[src/rtl/mux21_rr_arbiter.sv]
// -----------------------------------------------------------------------------
// mux21_rr_arbiter
//
// Round-robin arbiter and sequencer for a shared WIDTH-bit 2:1 mux. Two
// valid/ready requesters (A, B) compete for the mux. The arbiter drives the
// mux select. The selected mux output comes back on mux_data and is captured
// in a one-entry output register that has its own valid/ready handshake
// toward the consumer. MAX_BURST limits how many consecutive beats one owner
// may take while the other requester is waiting.
//
// Ports
//   clk        in   rising-edge clock
//   rst_n      in   synchronous active-low reset
//   a_valid    in   requester A has a beat
//   a_ready    out  beat from A accepted this cycle
//   b_valid    in   requester B has a beat
//   b_ready    out  beat from B accepted this cycle
//   mux_sel    out  mux select: 1 = A data, 0 = B data
//   mux_data   in   mux output (WIDTH), returned from the external mux
//   out_valid  out  output register holds a beat
//   out_data   out  output register contents (WIDTH)
//   out_ready  in   consumer accepts the beat
//   owner      out  arbiter state: 00 IDLE, 01 OWN_A, 10 OWN_B
// -----------------------------------------------------------------------------
module mux21_rr_arbiter #(
  parameter int WIDTH     = 4,
  parameter int MAX_BURST = 4
) (
  input  logic             clk,
  input  logic             rst_n,
  input  logic             a_valid,
  output logic             a_ready,
  input  logic             b_valid,
  output logic             b_ready,
  output logic             mux_sel,
  input  logic [WIDTH-1:0] mux_data,
  output logic             out_valid,
  output logic [WIDTH-1:0] out_data,
  input  logic             out_ready,
  output logic [1:0]       owner
);

  localparam int CNT_W = $clog2(MAX_BURST + 1);
  localparam logic [CNT_W-1:0] CNT_MAX = CNT_W'(MAX_BURST);
  localparam logic [CNT_W-1:0] CNT_ONE = CNT_W'(1);

  typedef enum logic [1:0] {
    ST_IDLE  = 2'b00,
    ST_OWN_A = 2'b01,
    ST_OWN_B = 2'b10
  } state_e;

  state_e           state_q, state_d;
  logic [CNT_W-1:0] cnt_q, cnt_d;
  logic             last_sel_q, last_sel_d;
  logic             out_valid_q, out_valid_d;
  logic [WIDTH-1:0] out_data_q, out_data_d;

  logic can_accept;
  logic grant_a;
  logic grant_b;
  logic restart;
  logic owner_change;

  // Burst counter increment, saturating at MAX_BURST.
  function automatic logic [CNT_W-1:0] sat_inc(input logic [CNT_W-1:0] c);
    if (c >= CNT_MAX) begin
      return CNT_MAX;
    end
    return c + CNT_ONE;
  endfunction

  // Single-entry output stage: room for a new beat when empty or draining.
  assign can_accept = !out_valid_q || out_ready;

  // Winner selection. Gated by rst_n so the reset cycle never handshakes.
  always_comb begin
    grant_a = 1'b0;
    grant_b = 1'b0;
    restart = 1'b0;
    if (rst_n && can_accept) begin
      unique case (state_q)
        ST_OWN_A: begin
          if (a_valid && (cnt_q < CNT_MAX)) begin
            grant_a = 1'b1;
          end else if (b_valid) begin
            grant_b = 1'b1;
          end else if (a_valid) begin
            // Burst limit hit but nobody else is waiting: A keeps the mux
            // and starts a fresh burst.
            grant_a = 1'b1;
            restart = 1'b1;
          end
        end
        ST_OWN_B: begin
          if (b_valid && (cnt_q < CNT_MAX)) begin
            grant_b = 1'b1;
          end else if (a_valid) begin
            grant_a = 1'b1;
          end else if (b_valid) begin
            grant_b = 1'b1;
            restart = 1'b1;
          end
        end
        default: begin
          // IDLE (and the unused encoding): tie goes to whoever was not
          // served last; last_sel_q = 0 after reset, so A goes first.
          if (a_valid && b_valid) begin
            if (last_sel_q) begin
              grant_b = 1'b1;
            end else begin
              grant_a = 1'b1;
            end
          end else if (a_valid) begin
            grant_a = 1'b1;
          end else if (b_valid) begin
            grant_b = 1'b1;
          end
        end
      endcase
    end
  end

  assign owner_change = grant_a ? (state_q != ST_OWN_A) : (state_q != ST_OWN_B);

  // Next-state for arbiter state, burst counter and output register.
  always_comb begin
    state_d     = state_q;
    cnt_d       = cnt_q;
    last_sel_d  = last_sel_q;
    out_valid_d = out_valid_q;
    out_data_d  = out_data_q;
    if (grant_a || grant_b) begin
      // New beat overwrites the register even if it is being drained now.
      out_data_d  = mux_data;
      out_valid_d = 1'b1;
      last_sel_d  = grant_a;
      state_d     = grant_a ? ST_OWN_A : ST_OWN_B;
      cnt_d       = (owner_change || restart) ? CNT_ONE : sat_inc(cnt_q);
    end else begin
      if (out_ready && out_valid_q) begin
        out_valid_d = 1'b0;
      end
      if (can_accept && !a_valid && !b_valid) begin
        state_d = ST_IDLE;
        cnt_d   = '0;
      end
    end
  end

  // State register stage
  always_ff @(posedge clk) begin
    if (!rst_n) begin
      state_q     <= ST_IDLE;
      cnt_q       <= '0;
      last_sel_q  <= 1'b0;
      out_valid_q <= 1'b0;
      out_data_q  <= '0;
    end else begin
      state_q     <= state_d;
      cnt_q       <= cnt_d;
      last_sel_q  <= last_sel_d;
      out_valid_q <= out_valid_d;
      out_data_q  <= out_data_d;
    end
  end

  assign a_ready   = grant_a;
  assign b_ready   = grant_b;
  // With no winner the select holds its last value so the mux does not toggle.
  assign mux_sel   = grant_a ? 1'b1 : (grant_b ? 1'b0 : last_sel_q);
  assign out_valid = out_valid_q;
  assign out_data  = out_data_q;
  assign owner     = state_q;

  a_b_exclusive: assert property (@(posedge clk) !(a_ready && b_ready));

endmodule

[config.mk]
export PLATFORM = sky130hd
export DESIGN_NAME = mux21_rr_arbiter
export DESIGN_NICKNAME = d
export VERILOG_FILES = /design/src/rtl/mux21_rr_arbiter.sv
export SDC_FILE = /design/constraint.sdc
export NUM_CORES = 1
export LEC_CHECK = 0
export ABC_AREA = 0
export CORE_UTILIZATION = 49
export CTS_BUF_LIST = sky130_fd_sc_hd__clkbuf_8
export DETAILED_ROUTE_END_ITERATION = 16
export MAX_ROUTING_LAYER = met4
export PLACE_DENSITY = 0.81
export REMOVE_ABC_BUFFERS = 1
export SLEW_MARGIN = 10
export SYNTH_ARGS = -nofsm -noshare
export SYNTH_HDL_FRONTEND = slang
export SYNTH_SLANG_ARGS = --single-unit
[constraint.sdc]
create_clock -name clk -period 2.3 [get_ports clk]
set_input_delay 0.345 -clock clk [delete_from_list [all_inputs] [get_ports clk]]
set_output_delay 0.345 -clock clk [all_outputs]
set_load 0.1 [all_outputs]
==> metrics.md <==
| Metric | Value |
|---|---|
| Register area | `225 um^2` |
| Clk buf depth | `2` |
| Routed wire length | `1.88 mm` |
| Relative slew slack | `between 70% and 80%` |
| Pleak | `about 0.47 nW` |
| 1st-iter DRT viols | `18` |
| Drt first pass iters | `4` |
| Ratio of final minimum period to clock period | `a little over nine tenths` |
| FMAX | `about 440 MHz` |
| Max Cap Viol | `0` |
| Gr usage total | `between 20% and 30%` |
| Skew final | `0.00493 ns` |
| Setup crit end kind | `primary output` |
| Die area | `roughly 0.0016 mm^2` |
| Worst slew pin tran | `around 0.40 ns` |
| Mapped Avg Cell Area | `between 8 and 9 um^2` |
| Finished Layout Cells | `around 120` |
| Area of the multi-input gates | `~480 um^2` |
| Antenna violations before repair | `0` |
| Yosys warnings | `0` |
| Die X-Extent | `approximately 40 um` |
| Placed Area | `948 um^2` |
| Gpl congestion | `0.919` |
| Fin. Hold Viols | `0` |
| FF+latch count, synth | `11` |
| Nets | `~120` |
| Clk sinks | `11` |
| Seq/Total Area, Yosys | `a little under a third` |
| Row count | `13` |
| Cell variety after synth | `33` |
| Clk_lat worst skew | `0.24 ns` |
| Synth Instances | `79` |
| # DRC | `0` |
| Synthesized area | `~710 um^2` |
| TritonCTS Buffers | `3` |
| Total global routing overflow | `0` |
| Antenna Nets Post-Route | `0` |
| Fill cells | `just under 90` |
| Post-layout minimum cycle time | `about 2.3 ns` |
| WP data arrival | `approximately 1.9 ns` |
| Number of diodes | `0` |
| Pwr dens | `739 mW/mm^2` |
| Hold Buf Count CTS | `0` |
| Total number of vias | `between 700 and 800` |
| CTS tree | `yes` |
| TNS Setup | `0 ns` |
| H-tree depth | `1` |
| Status | `finished clean` |
| Via count of the first global-routing pass | `between 600 and 700` |
| Clock root cell | `clkbuf_8` |
| Placed Instances | `around 120` |
| Worst Path Required | `just under 2 ns` |
| Ratio of cells with drive above 1 in the final layout | `around a third` |
| Synth-to-Final Area Change | `48.1%` |
| Crit path kind | `reg2out` |
| Max IR drop VDD | `between 600 and 700 uV` |
| Detailed placement HPWL | `between 1 and 1.5 mm` |
| Fin util | `approximately four fifths` |
| Clock transition at path regs | `about 0.05 ns` |
| First-pass GRT wire length | `roughly 2.7 mm` |
| Post-route cell area | `around 0.0010 mm^2` |
| Maximum number of pins on one net before global-route repair | `14` |
| Hold slack | `0.499 ns` |
| I/O pin count | `19` |
| Final Slew Violations | `0` |
| CORE AREA | `~0.0013 mm^2` |
| CP Max Fanout | `6` |
| # port buffers | `18` |
| Crit path launch type | `flip-flop` |
| Setup violations, final | `0` |
| Die height | `40.0 um` |
| Worst Hold Class | `reg2reg` |
| Initial Utilization | `53.7%` |
| DR WL/cell | `about 15 um` |
| Vias per std cell | `slightly below 6` |
==> kinds of logic (layout without fill, tap and decap cells) <==
| kind of cell | after synthesis | after routing | share of synthesized area (%) |
|---|---|---|---|
| fa+ha+maj | 4 | 4 | 7.08 |
| compound gates | 21 | 21 | 25.1 |
| simple gates | 31 | 31 | 25.7 |
| mux | 4 | 4 | 5.66 |
| flops | 11 | 11 | 31.2 |
| buf+inv | 8 | 36 | 5.31 |
==> report_power, final <==
part | internal [mW] | total (mW) | switching, mW
clock network | 0.117 | 0.191 | 0.0734
logic | 0.125 | 0.357 | 0.232
registers | 0.209 | 0.226 | 0.0166
total | 0.452 | 0.774 | 0.322
==> critical path: stages, from the launching register on <==
cell      delay (ns)
dfxtp_2         0.36
inv_2           0.06
ha_4            0.23
or2_4           0.24
o2111a_2        0.29
nand2_2         0.07
inv_1           0.06
a21o_1          0.19
buf_12          0.17
==> final timing paths <==
check | startpoint | to | cells past startpoint | slack [ns]
max | owner[0]$_SDFFE_PN0P_ | mux_sel | 8 | 0.04
max reg2reg | owner[0]$_SDFFE_PN0P_ | out_data[1]$_SDFFE_PN0P_ | 8 | 0.24
min reg2reg | cnt_q[1]$_SDFFE_PN0P_ | cnt_q[1]$_SDFFE_PN0P_ | 2 | 0.50
min | cnt_q[1]$_SDFFE_PN0P_ | cnt_q[1]$_SDFFE_PN0P_ | 2 | 0.50
==> per-stage QoR <==
| step | total power, mW | setup WS (ns) |
|---|---|---|
| after floorplan | 0.457 | -1.48 |
| after global placement | 0.556 | 0.126 |
| after CTS | 0.766 | 0.00868 |
| after detailed placement | 0.559 | 0.0855 |
| final | 0.774 | 0.0436 |
| after global routing | 0.811 | -0.00360 |
==> cell usage in the layout, fill, tap and decap left out, types with 3 or more instances in the layout <==
cell,count
nand2_1,4
nor2_1,3
dfxtp_1,9
clkdlybuf4s50_1,8
mux2i_1,4
inv_1,6
nand2b_1,3
nand3_1,3
buf_4,15
clkbuf_8,3
o2111ai_1,3
buf_12,3
nor2b_1,5
==> synthesized netlist by cell type, drive strengths merged <==
cell	count	area share (%)
dfxtp	11	31
inv	6	3.2
nand2	5	2.7
nor2b	5	4.4
a21boi	4	4.2
ha	4	7.1
mux2i	4	5.7
a21oi	3	2.7
nand2b	3	2.7
nand3	3	2.1
nor2	3	1.6
o2111ai	3	3.7
o21ai	3	2.1
a211o	2	2.5
a21o	2	2.1
and2	2	1.8
and3b	2	2.5
nand4	2	1.8
a211oi	1	1.1
a32oi	1	3.9
and2b	1	1.1
and3	1	0.89
and4	1	1.2
buf	1	1.6
clkbuf	1	0.53
nor3	1	0.71
nor3b	1	1.1
o2111a	1	1.8
o21a	1	1.1
or2	1	1.2
==> state kept, by name, summed over array words and instances, names as in the netlist <==
name / cells
cnt_q: 3
last_sel_q: 1
out_data: 4
out_valid: 1
owner: 2
==> metal layers <==
| metal | GRT usage, % | wire length (um) | share of wire [%] |
|---|---|---|---|
| met3 | 6.67 | 112 | 6.0 |
| met4 | 17.2 | 55 | 2.9 |
| met5 | - | 0 | 0 |
| met1 | 29.9 | 770 | 41 |
| met2 | 41.5 | 943 | 50 |
==> timing repair <==
item                                    in CTS  in global routing
endpoints found under the setup margin       3                  2
resized for setup                            6                  5
buffers inserted                             0                  2
pin swaps                                    0                  2
==> cell type report <==
cell class | count | share of cell area (%)
clock buffer | 3 | 3.94
clock inverter | 1 | 0.358
inverter | 6 | 2.15
multi-input combinational | 60 | 46.1
sequential | 11 | 21.5
tap | 15 | 1.79
timing repair buffer | 26 | 24.1
No activity file was read; power rests on OpenSTA's default activity.
